<file path="src/rtl/code_entry_pkg.sv">
// Shared types and width helpers for the code-entry game controller.
//   state_t  : controller states (ENTRY, CHECK, PASS, LOSE)
//   count_w  : bits needed to hold a count of 0..max_val
//   timer_w  : bits needed for a cycle counter running 0..cycles-1
package code_entry_pkg;

    typedef enum logic [1:0] {
        ENTRY = 2'd0,
        CHECK = 2'd1,
        PASS  = 2'd2,
        LOSE  = 2'd3
    } state_t;

    function automatic int count_w(input int max_val);
        return (max_val < 2) ? 1 : $clog2(max_val + 1);
    endfunction

    function automatic int timer_w(input int cycles);
        return (cycles < 3) ? 1 : $clog2(cycles);
    endfunction

endpackage

</file>
<file path="src/rtl/key_sync_edge.sv">
// Button front end: two-flop synchronizer followed by a rising-edge detector.
// A held button yields a single one-cycle pulse.
//   clk   : system clock
//   reset : synchronous, active-high reset (clears all flops)
//   raw   : asynchronous button level, active-high
//   pulse : one-cycle strobe, high in the second cycle after raw is first sampled high
module key_sync_edge (
    input  logic clk,
    input  logic reset,
    input  logic raw,
    output logic pulse
);

    logic sync1_r;
    logic sync2_r;
    logic prev_r;

    // Synchronizer chain plus one delayed copy for edge detection
    always_ff @(posedge clk) begin
        if (reset) begin
            sync1_r <= 1'b0;
            sync2_r <= 1'b0;
            prev_r  <= 1'b0;
        end else begin
            sync1_r <= raw;
            sync2_r <= sync1_r;
            prev_r  <= sync2_r;
        end
    end

    // High while the synchronized level is new; consumed on the following edge
    assign pulse = sync2_r & ~prev_r;

endmodule

</file>
<file path="src/rtl/code_entry_game.sv">
// Code-entry game controller feeding the six-digit result display.
// The player enters CODE_LEN digits, one per button press; the entry is
// compared against SECRET. Wrong entries or an idle timeout mid-entry cost a
// try; running out of tries raises lose, a correct entry raises pass. Both
// flags are sticky until reset or clear.
//   clk         : system clock
//   reset       : synchronous, active-high reset, overrides everything
//   clear       : synchronous restart of the game
//   enter_raw   : asynchronous button level, active-high
//   digit       : switch value captured on each press
//   lose        : registered, high in LOSE
//   pass        : registered, high in PASS
//   digit_count : digits captured in the current attempt
//   tries_left  : attempts remaining
module code_entry_game
    import code_entry_pkg::*;
#(
    parameter int CODE_LEN       = 4,
    parameter int DIGIT_W        = 4,
    parameter int MAX_TRIES      = 3,
    parameter int TIMEOUT_CYCLES = 50_000_000,
    parameter logic [CODE_LEN*DIGIT_W-1:0] SECRET = 16'h1234
) (
    input  logic                              clk,
    input  logic                              reset,
    input  logic                              clear,
    input  logic                              enter_raw,
    input  logic [DIGIT_W-1:0]                digit,
    output logic                              lose,
    output logic                              pass,
    output logic [$clog2(CODE_LEN+1)-1:0]     digit_count,
    output logic [$clog2(MAX_TRIES+1)-1:0]    tries_left
);

    localparam int CNT_W = $clog2(CODE_LEN + 1);
    localparam int TRY_W = $clog2(MAX_TRIES + 1);
    localparam int TMR_W = timer_w(TIMEOUT_CYCLES);
    localparam int BUF_W = CODE_LEN * DIGIT_W;

    localparam logic [CNT_W-1:0] LAST_SLOT  = CNT_W'(CODE_LEN - 1);
    localparam logic [TRY_W-1:0] TRIES_INIT = TRY_W'(MAX_TRIES);
    localparam logic [TMR_W-1:0] TMR_LAST   = TMR_W'(TIMEOUT_CYCLES - 1);

    state_t             state_r,  state_n;
    logic [CNT_W-1:0]   count_r,  count_n;
    logic [TRY_W-1:0]   tries_r,  tries_n;
    logic [BUF_W-1:0]   buffer_r, buffer_n;
    logic [TMR_W-1:0]   timer_r,  timer_n;
    logic               tfail_r,  tfail_n;
    logic               lose_r,   lose_n;
    logic               pass_r,   pass_n;
    logic               press_s;

    key_sync_edge u_enter (
        .clk   (clk),
        .reset (reset),
        .raw   (enter_raw),
        .pulse (press_s)
    );

    // Next-state, datapath and output-flag decode
    always_comb begin
        state_n  = state_r;
        count_n  = count_r;
        tries_n  = tries_r;
        buffer_n = buffer_r;
        timer_n  = timer_r;
        tfail_n  = tfail_r;

        if (clear) begin
            // Restart wins over a same-cycle press; that press is dropped
            state_n  = ENTRY;
            count_n  = {CNT_W{1'b0}};
            tries_n  = TRIES_INIT;
            buffer_n = {BUF_W{1'b0}};
            timer_n  = {TMR_W{1'b0}};
            tfail_n  = 1'b0;
        end else begin
            case (state_r)
                ENTRY: begin
                    if (press_s) begin
                        // Slot 0 (first digit entered) is the most significant
                        for (int i = 0; i < CODE_LEN; i++) begin
                            buffer_n[(CODE_LEN-1-i)*DIGIT_W +: DIGIT_W] =
                                (count_r == CNT_W'(i)) ? digit
                                                       : buffer_r[(CODE_LEN-1-i)*DIGIT_W +: DIGIT_W];
                        end
                        count_n = count_r + CNT_W'(1);
                        timer_n = {TMR_W{1'b0}};
                        if (count_r == LAST_SLOT) begin
                            state_n = CHECK;
                        end else begin
                            state_n = ENTRY;
                        end
                    end else if (count_r != {CNT_W{1'b0}}) begin
                        // Idle mid-entry: fail the attempt once the budget is spent
                        if (timer_r == TMR_LAST) begin
                            tfail_n = 1'b1;
                            state_n = CHECK;
                        end else begin
                            timer_n = timer_r + TMR_W'(1);
                        end
                    end else begin
                        // Nothing entered yet: wait indefinitely
                        timer_n = {TMR_W{1'b0}};
                    end
                end
                CHECK: begin
                    if (!tfail_r && (buffer_r == SECRET)) begin
                        state_n = PASS;
                    end else begin
                        tries_n = tries_r - TRY_W'(1);
                        if (tries_r == TRY_W'(1)) begin
                            state_n = LOSE;
                        end else begin
                            state_n  = ENTRY;
                            count_n  = {CNT_W{1'b0}};
                            buffer_n = {BUF_W{1'b0}};
                            timer_n  = {TMR_W{1'b0}};
                            tfail_n  = 1'b0;
                        end
                    end
                end
                PASS: begin
                    state_n = PASS;
                end
                LOSE: begin
                    state_n = LOSE;
                end
                default: begin
                    state_n = ENTRY;
                end
            endcase
        end

        // Flags are registered from the next state so they track the state register
        lose_n = (state_n == LOSE);
        pass_n = (state_n == PASS);
    end

    // State, datapath and output registers
    always_ff @(posedge clk) begin
        if (reset) begin
            state_r  <= ENTRY;
            count_r  <= {CNT_W{1'b0}};
            tries_r  <= TRIES_INIT;
            buffer_r <= {BUF_W{1'b0}};
            timer_r  <= {TMR_W{1'b0}};
            tfail_r  <= 1'b0;
            lose_r   <= 1'b0;
            pass_r   <= 1'b0;
        end else begin
            state_r  <= state_n;
            count_r  <= count_n;
            tries_r  <= tries_n;
            buffer_r <= buffer_n;
            timer_r  <= timer_n;
            tfail_r  <= tfail_n;
            lose_r   <= lose_n;
            pass_r   <= pass_n;
        end
    end

    assign lose        = lose_r;
    assign pass        = pass_r;
    assign digit_count = count_r;
    assign tries_left  = tries_r;

endmodule

</file>
<file path="config.mk">
export PLATFORM = sky130hd
export DESIGN_NAME = code_entry_game
export DESIGN_NICKNAME = d
export VERILOG_FILES = /design/src/rtl/code_entry_pkg.sv /design/src/rtl/key_sync_edge.sv /design/src/rtl/code_entry_game.sv
export SDC_FILE = /design/constraint.sdc
export NUM_CORES = 1
export LEC_CHECK = 0
export BUFFER_PORTS_ARGS = -buffer_cell sky130_fd_sc_hd__buf_4
export CAP_MARGIN = 0
export CORE_MARGIN = 2
export CORE_UTILIZATION = 60
export CTS_CLUSTER_SIZE = 8
export DETAILED_ROUTE_END_ITERATION = 16
export PLACE_DENSITY_LB_ADDON = 0.3
export SYNTH_ARGS = -nofsm -noshare
export SYNTH_HDL_FRONTEND = slang
export SYNTH_SLANG_ARGS = --single-unit
export TNS_END_PERCENT = 100
</file>
<file path="constraint.sdc">
create_clock -name clk -period 4.1 [get_ports clk]
set_clock_uncertainty 0.05 [all_clocks]
set_input_delay 1.025 -clock clk [delete_from_list [all_inputs] [get_ports clk]]
set_output_delay 1.025 -clock clk [all_outputs]
set_load 0.03 [all_outputs]
</file>
==> results of run 1 <==
[registers in the layout (all words and copies together) (netlist names)]
name	count
buffer_r	16
tfail_r	1
pass	1
tries_left	2
digit_count	3
timer_r	26
u_enter.sync1_r	1
u_enter.sync2_r	1
lose	1
u_enter.prev_r	1
state_r	2
[final cells by class]
type	count	area [um2]
Clock inverter	3	25.0
Sequential cell	55	1100
Inverter	10	37.5
Multi-Input combinational cell	244	1600
Fill cell	355	1370
Timing Repair Buffer	19	143
Clock buffer	5	68.8
Tap cell	52	65.1
[layer usage]
metal	routed length [um]	global-route usage (%)	vias to the layer above
li1	-	-	1248
met1	3050	38.6	1190
met2	3080	39.9	101
met3	414	4.72	10
met4	77	8.39	0
met5	0	0	-
[cells in the mapped netlist, drive strengths merged (2+ instances only)]
library cell   n
a21o           5
buf            5
inv           10
a21oi          4
dfxtp         55
and2           2
nand2         42
clkbuf        10
a21boi         4
a31oi          2
nor2          11
a22o           5
o21a           3
o22a           9
nor3          19
nor2b          7
a211o          2
o41a           2
and3           7
a2111oi        2
o21ai         14
or4            4
nand2b         2
mux2i         17
or3            2
nand3         20
nor4          10
ha             7
o32ai          2
a32o           6
a2bb2oi        4
nor3b          5
nand4         12
[cell families (layout without fill, tap and decap cells)]
group           after synthesis  count (layout)  synth area share [%]
compound gates               70              70                  19.3
mux                          17              17                  6.08
xor+xnor                      1               1                 0.313
simple gates                149             149                  28.1
flops                        55              55                  39.4
fa+ha+maj                     7               7                  3.13
buf+inv                      25              37                  3.71
[through the flow]
step	area, um2	instances
6_report	3040	388
5_1_grt	3040	388
4_1_cts	3040	388
3_5_place_dp	2950	380
3_3_place_gp	2950	380
2_1_floorplan	2800	324
[placed cells by master, fill, tap and decap left out, types with 3 or more instances in the layout]
cell type / count
a22o_1: 5
a21boi_0: 4
nand3_1: 19
o21a_1: 3
mux2i_1: 17
nor4_1: 10
nand4_1: 12
nor3b_1: 5
nand2_1: 42
clkbuf_8: 5
a21o_1: 5
o22a_1: 9
nor2_1: 10
ha_1: 7
a32o_1: 6
nor2b_1: 7
nor3_1: 19
a2bb2oi_1: 4
o21ai_0: 14
dfxtp_1: 55
and3_1: 7
inv_1: 10
buf_4: 19
or4_1: 4
a21oi_1: 4
[final timing paths]
check | start | end | slack (ns) | cells past startpoint
worst min-delay path | u_enter.sync1_r$_SDFF_PP0_ | u_enter.sync2_r$_SDFF_PP0_ | 0.40 | 1
worst min register to register | u_enter.sync1_r$_SDFF_PP0_ | u_enter.sync2_r$_SDFF_PP0_ | 0.40 | 1
worst max-delay path | timer_r[0]$_SDFFE_PP0P_ | timer_r[25]$_SDFFE_PP0P_ | 1.26 | 7
worst max register to register | timer_r[0]$_SDFFE_PP0P_ | timer_r[25]$_SDFFE_PP0P_ | 1.26 | 7
[power breakdown]
group	switching (W)	total, W	leakage [nW]	internal [W]
Combinational	0.0000208	0.0000338	0.646	0.0000131
Sequential	0.00000226	0.000539	0.444	0.000537
Clock	0.000191	0.000316	0.0452	0.000125
==> out/metrics.csv, run 1 <==
metric;value;unit
p_leak;1.13;nW
antenna_found_initial;0;
fin_util;68.9;%
synth_edf_count;0;
final_hold_viol_count;0;
initial_utilization;63.4;%
fp-row-count;24;
finalMaxSlewViolations;0;
setup_viol;0;
die_w;72.3;um
path_clk_slew;0.10;ns
dpl.hpwl;4.71;mm
clock_sinks;55;
drc_errors;0;
synth_nets;339;
grt_pass1_vias;2218;
power;0.000889;W
p_per_area;292;nW/um2
vias_per_cell;6.57;
final_nets;350;
cp-end-kind;flop;
grt_setup_unrepaired;false;
ys_types;50;
grt-ovfl-total;0;
clockBufferDepth;2;
ys_ff_latch;55;
ctsResizeCount;0;
synth_flop_cell;dfxtp_1;
critical_path_class;flop to flop;
ios;15;
maxCapViolations;0;
path_max_fanout;19;
worstMarginPinSlew;0.956;ns
hold_class;flop to flop;
hold_buffers;0;
critPathTopFamily;simple AND/OR/NAND/NOR gates;
die_h;72.3;um
crit_buf_inv;1;
grt.total_usage;26.5;%
port_buffers;14;
synthArstFlopShare;0;%
timing.fmax;352;MHz
timing.final.crit_share;69.3;%
gp_congestion;0.900;
yosys.area.top_type;dfxtp_1;
wl;6.61;mm
synth_area;2800;um2
layout-drive-gt1-share;9.82;%
core;4410;um2
min_period;2.84;ns
pre_cts_slack;1.28;ns
crit_chain;ha_1 -> nand3_2 -> or4_1 -> o31ai_4 -> buf_4 -> nand3_1 -> a31oi_1;
detail_route.wl_per_cell;17.0;um
die_area;5220;um2
slowest_delay;0.59;ns
critical_path_arrival;3.03;ns
h-tree-depth;2;
first_iter_violations;301;
cts_buffers;5;
postCtsSetupBuffers;0;
grt_pass1_wl;10.8;mm
netlist.area_leader.share;39.4;%
yosys-top-cells-area;dfxtp_1, mux2i_1, nand2_1;
status;finished, final reports clean;
dr.pass1.iters;5;
cts_tree;done;
ys_warn_count;0;
critPathRequiredTime;4.29;ns
ys_seq_area_share;39.4;%
cpMaxStageDelayCell;or4_1;
avgSynthCellArea;8.63;um2
root_buffer;clkbuf_8;
vias;2549;
grt_max_degree;36;
synth_cells;324;
n_antenna_cell;0;
hold_ws;0.402;ns
start_kind;flop;
clk_latency;0.32;ns
ir_worst_vdd;222;uV
fin_tns_setup;0;ns
synthToLayoutAreaGrowth;8.81;%
worst_slack;1.26;ns
max_slew_margin;35.7;%
antenna_left;0;
Power figures use the tool's default switching activity.
==> run 2, diff against run 1 <==
clock period = 2.83 ns   (was 4.1 ns; I/O delays follow)
==> run 2 against run 1 <==
Net effect: critical path depth shrank 1; design area grew 2.1%; largest cell class unchanged; highest routed layer unchanged; critical endpoint is now timer_r[22]$_SDFFE_PP0P_; global-route usage increased by 0.071 points; via count increased by 1.3%; utilization is 1.5 points higher; first-iteration DRC count increased by 0.33%.
==> out/metrics.csv, run 2 (synthesis gave the netlist of run 1 again) <==
metric;value;unit
status;finished, final reports clean;
critical_path_class;flop to flop;
h-tree-depth;2;
path_max_fanout;9;
wl;6.49;mm
first_iter_violations;302;
maxCapViolations;0;
hold_class;flop to flop;
max_slew_margin;57.0;%
dpl.hpwl;4.68;mm
n_antenna_cell;0;
min_period;2.52;ns
antenna_left;0;
p_leak;1.18;nW
timing.fmax;397;MHz
vias;2582;
grt_setup_unrepaired;false;
hold_end;u_enter.sync2_r$_SDFF_PP0_;
clockBufferDepth;2;
root_buffer;clkbuf_8;
worst_slack;0.314;ns
initial_utilization;63.4;%
postCtsSetupBuffers;0;
path_clk_slew;0.10;ns
clock_sinks;55;
ir_worst_vdd;379;uV
r2r_cells;6;
final_nets;357;
grt-ovfl-total;0;
fin_tns_setup;0;ns
clk_latency;0.31;ns
dr.pass1.iters;5;
r2r-end;timer_r[22]$_SDFFE_PP0P_;
fp-row-count;24;
worst_hold_startpoint;u_enter.sync1_r$_SDFF_PP0_;
ios;15;
final_common_cell;dfxtp_1;
die_w;72.3;um
synthToLayoutAreaGrowth;11.1;%
die_area;5220;um2
critPathRequiredTime;3.02;ns
num-fill-cells;351;
worstMarginPinSlew;0.638;ns
core;4410;um2
finalMaxSlewViolations;0;
vias_per_cell;6.55;
grt.total_usage;26.5;%
die_h;72.3;um
gp_congestion;0.907;
ctsResizeCount;0;
grt_max_degree;27;
critical_path_arrival;2.71;ns
port_buffers;14;
holdPathStages;1;
cp-end-kind;flop;
timing.rr.start;timer_r[0]$_SDFFE_PP0P_;
cts_tree;done;
detail_route.wl_per_cell;16.5;um
top_register;timer_r;
setup_viol;0;
rrSetupSlack;0.31;ns
p_per_area;434;nW/um2
final_hold_viol_count;0;
cts_buffers;5;
largest_reg_flops;26;
pre_cts_slack;0.188;ns
hold_buffers;0;
final_cell_mix;dfxtp_1, nand2_1, buf_4;
grt_pass1_wl;11.0;mm
grt_pass1_vias;2267;
timing.final.crit_share;88.9;%
drc_errors;0;
start_kind;flop;
layout-drive-gt1-share;11.4;%
antenna_found_initial;0;
[run 2: cell count changes in the layout (fill, tap and decap cells not counted), sizes merged]
cell	delta
inv	-2
bufinv	+1
buf	+7
[run 2: report_power, final]
| part | switching [W] | internal (W) | total (W) |
|---|---|---|---|
| Sequential | 0.00000302 | 0.000778 | 0.000781 |
| Clock | 0.000258 | 0.000259 | 0.000517 |
| Combinational | 0.0000299 | 0.0000200 | 0.0000499 |
| Total | 0.000290 | 0.00106 | 0.00135 |
[run 2: layout make-up]
| cell class | instances | area, um2 | area share (%) |
|---|---|---|---|
| flip-flops and latches | 55 | 1100 | 35.4 |
| inverters | 10 | 37.5 | 1.21 |
| clock buffers | 5 | 68.8 | 2.21 |
| clock inverters | 2 | 37.5 | 1.21 |
| well taps | 52 | 65.1 | 2.09 |
| multi-input cells | 244 | 1600 | 51.6 |
| repair buffers | 26 | 195 | 6.28 |
[run 2: layer usage]
metal	vias to the layer above	GRT usage, %	routed length, um
met3	17	4.03	388
met4	0	9.01	114
met5	-	0	0
met2	89	38.2	2870
met1	1214	40.3	3110
li1	1262	-	-
[run 2: worst max-delay path by stage]
stage,from,end,slack (ns),cells after the start
after global placement,timer_r[0]$_SDFFE_PP0P_,timer_r[22]$_SDFFE_PP0P_,0.29,7
final,timer_r[0]$_SDFFE_PP0P_,timer_r[22]$_SDFFE_PP0P_,0.31,6
after global routing,timer_r[0]$_SDFFE_PP0P_,timer_r[22]$_SDFFE_PP0P_,0.15,6
after detailed placement,timer_r[0]$_SDFFE_PP0P_,timer_r[25]$_SDFFE_PP0P_,0.19,7
after CTS,timer_r[0]$_SDFFE_PP0P_,timer_r[25]$_SDFFE_PP0P_,0.17,7
after floorplan,digit_count[0]$_SDFFE_PP0P_,timer_r[11]$_SDFFE_PP0P_,0.54,7
[run 2: critical path, stage by stage (launching register included)]
cell and delay (ns):
dfxtp_1 0.41, ha_1 0.25, nand3_2 0.13, or4_1 0.71
or3_4 0.46, o41a_1 0.32, a31oi_1 0.13
[run 2: per-stage QoR]
stage | utilization [%] | hold WS, ns | instances | power (W) | cell area [um2]
detailed placement | 67.7 | 0.381 | 385 | 0.000848 | 2990
CTS | 70.1 | 0.407 | 392 | 0.00135 | 3090
global placement | 67.7 | 0.371 | 385 | 0.000847 | 2990
finish | 70.4 | 0.403 | 394 | 0.00135 | 3110
floorplan | - | 0.364 | 324 | 0.000828 | 2800
global route | 70.4 | 0.423 | 394 | 0.00139 | 3110
==> run 3, diff against run 2 <==
clock period = 3.1 ns   (was 2.83 ns; I/O delays follow)
==> run 3 against run 2 <==
Net effect: final cell count down 0.51%; count of clock-buffer cells in the layout rose by 1; combinational power shrank 11%; flip-flop and latch count is the same; design area down 0.56%; global-route usage down 0.16 points; critical path type unchanged; largest cell class unchanged.
==> out/metrics.csv, run 3 (synthesis gave the netlist of run 1 again) <==
metric;value;unit
fin_tns_setup;0;ns
antenna_found_initial;0;
dr.pass1.iters;5;
root_buffer;clkbuf_8;
critical_path_arrival;2.88;ns
stdcell_area;3090;um2
setup_viol;0;
cts_tree;done;
fin_cells;392;
start_kind;flop;
placed_area;2980;um2
ir_worst_vdd;287;uV
cp-end-kind;flop;
largest_reg_flops;26;
wl;6.42;mm
final_nets;354;
layout-drive-gt1-share;10.6;%
cts_buffers;5;
worstMarginPinSlew;0.552;ns
grt_pass1_wl;11.0;mm
p_int;0.000972;W
die_w;72.3;um
p_leak;1.17;nW
h-tree-depth;2;
initial_utilization;63.4;%
num-fill-cells;355;
dpl.hpwl;4.71;mm
final_cell_mix;dfxtp_1, nand2_1, buf_4;
vias_per_cell;6.48;
vias;2539;
maxCapViolations;0;
min_period;2.67;ns
port_buffers;14;
gp_congestion;0.857;
p_clk_share;39.0;%
top_register;timer_r;
grt.total_usage;26.4;%
postCtsSetupBuffers;0;
drc_errors;0;
ios;15;
fp-row-count;24;
clk_latency;0.32;ns
grt_setup_unrepaired;false;
core;4410;um2
first_iter_violations;219;
grt_max_degree;28;
final_hold_viol_count;0;
status;finished, final reports clean;
path_clk_slew;0.10;ns
p_per_area;402;nW/um2
hold_buffers;0;
p_comb_share;3.6;%
ctsResizeCount;0;
p_sw;0.000270;W
synthToLayoutAreaGrowth;10.5;%
finalMaxSlewViolations;0;
dp.cells;384;
power_switching_share;21.8;%
critical_path_class;flop to flop;
clock_sinks;55;
grt-ovfl-total;0;
n_antenna_cell;0;
final_common_cell;dfxtp_1;
timing.final.crit_share;86.1;%
antenna_left;0;
critPathRequiredTime;3.31;ns
timing.fmax;374;MHz
detail_route.wl_per_cell;16.4;um
grt_pass1_vias;2305;
max_slew_margin;62.8;%
clockBufferDepth;2;
power;0.00124;W
rrSetupSlack;0.43;ns
power_frac_seq;57.4;%
die_area;5220;um2
die_h;72.3;um
path_max_fanout;12;
hold_class;flop to flop;
[run 3: cell count changes in the layout (fill, tap and decap cells not counted), sizes merged]
cell,delta
clkbuf,+1
buf,-3
clkinvlp,-1
inv,+1
[run 3: worst max-delay path: stages, from the launching register on]
cell and delay (ns):
dfxtp_1 0.40, ha_1 0.24, nand3_2 0.14, or4_1 0.59, o31ai_4 0.50, and3_1 0.50, o22a_1 0.20
[run 3: metrics by stage]
step | setup WS [ns] | hold slack [ns] | utilization [%]
6_report | 0.429 | 0.405 | 70.0
5_1_grt | 0.237 | 0.428 | 70.0
4_1_cts | 0.428 | 0.412 | 70.0
3_5_place_dp | 0.456 | 0.392 | 67.5
3_3_place_gp | 0.543 | 0.368 | 67.5
2_1_floorplan | 0.812 | 0.364 | -
[run 3: routing by layer]
layer  vias up  track usage (%)  routed length, um
li1       1249                -                  -
met2        79             40.1               2910
met4         0             9.01                103
met3        15             5.14                371
met1      1196             37.6               3040
met5         -                0                  0
[run 3: area by class of cell]
class	instances	area, um2	area share (%)
Clock inverter	2	38.8	1.26
Timing Repair Buffer	23	173	5.59
Clock buffer	6	72.6	2.35
Tap cell	52	65.1	2.11
Multi-Input combinational cell	244	1600	51.9
Inverter	10	37.5	1.21
Sequential cell	55	1100	35.6
[run 3: worst paths after layout]
check / from / endpoint / cells past startpoint
hold reg to reg: u_enter.sync1_r$_SDFF_PP0_ / u_enter.sync2_r$_SDFF_PP0_ / 1
hold / removal: u_enter.sync1_r$_SDFF_PP0_ / u_enter.sync2_r$_SDFF_PP0_ / 1
setup / recovery: timer_r[0]$_SDFFE_PP0P_ / timer_r[15]$_SDFFE_PP0P_ / 6
setup reg to reg: timer_r[0]$_SDFFE_PP0P_ / timer_r[15]$_SDFFE_PP0P_ / 6
[run 3: power groups by stage]
stage | Sequential [W] | Clock, W | Combinational, W
final | 0.000713 | 0.000485 | 0.0000444
after global routing | 0.000714 | 0.000518 | 0.0000488
after CTS | 0.000713 | 0.000489 | 0.0000440
after detailed placement | 0.000730 | 0 | 0.0000438
after global placement | 0.000729 | 0 | 0.0000433
after floorplan | 0.000729 | 0 | 0.0000269
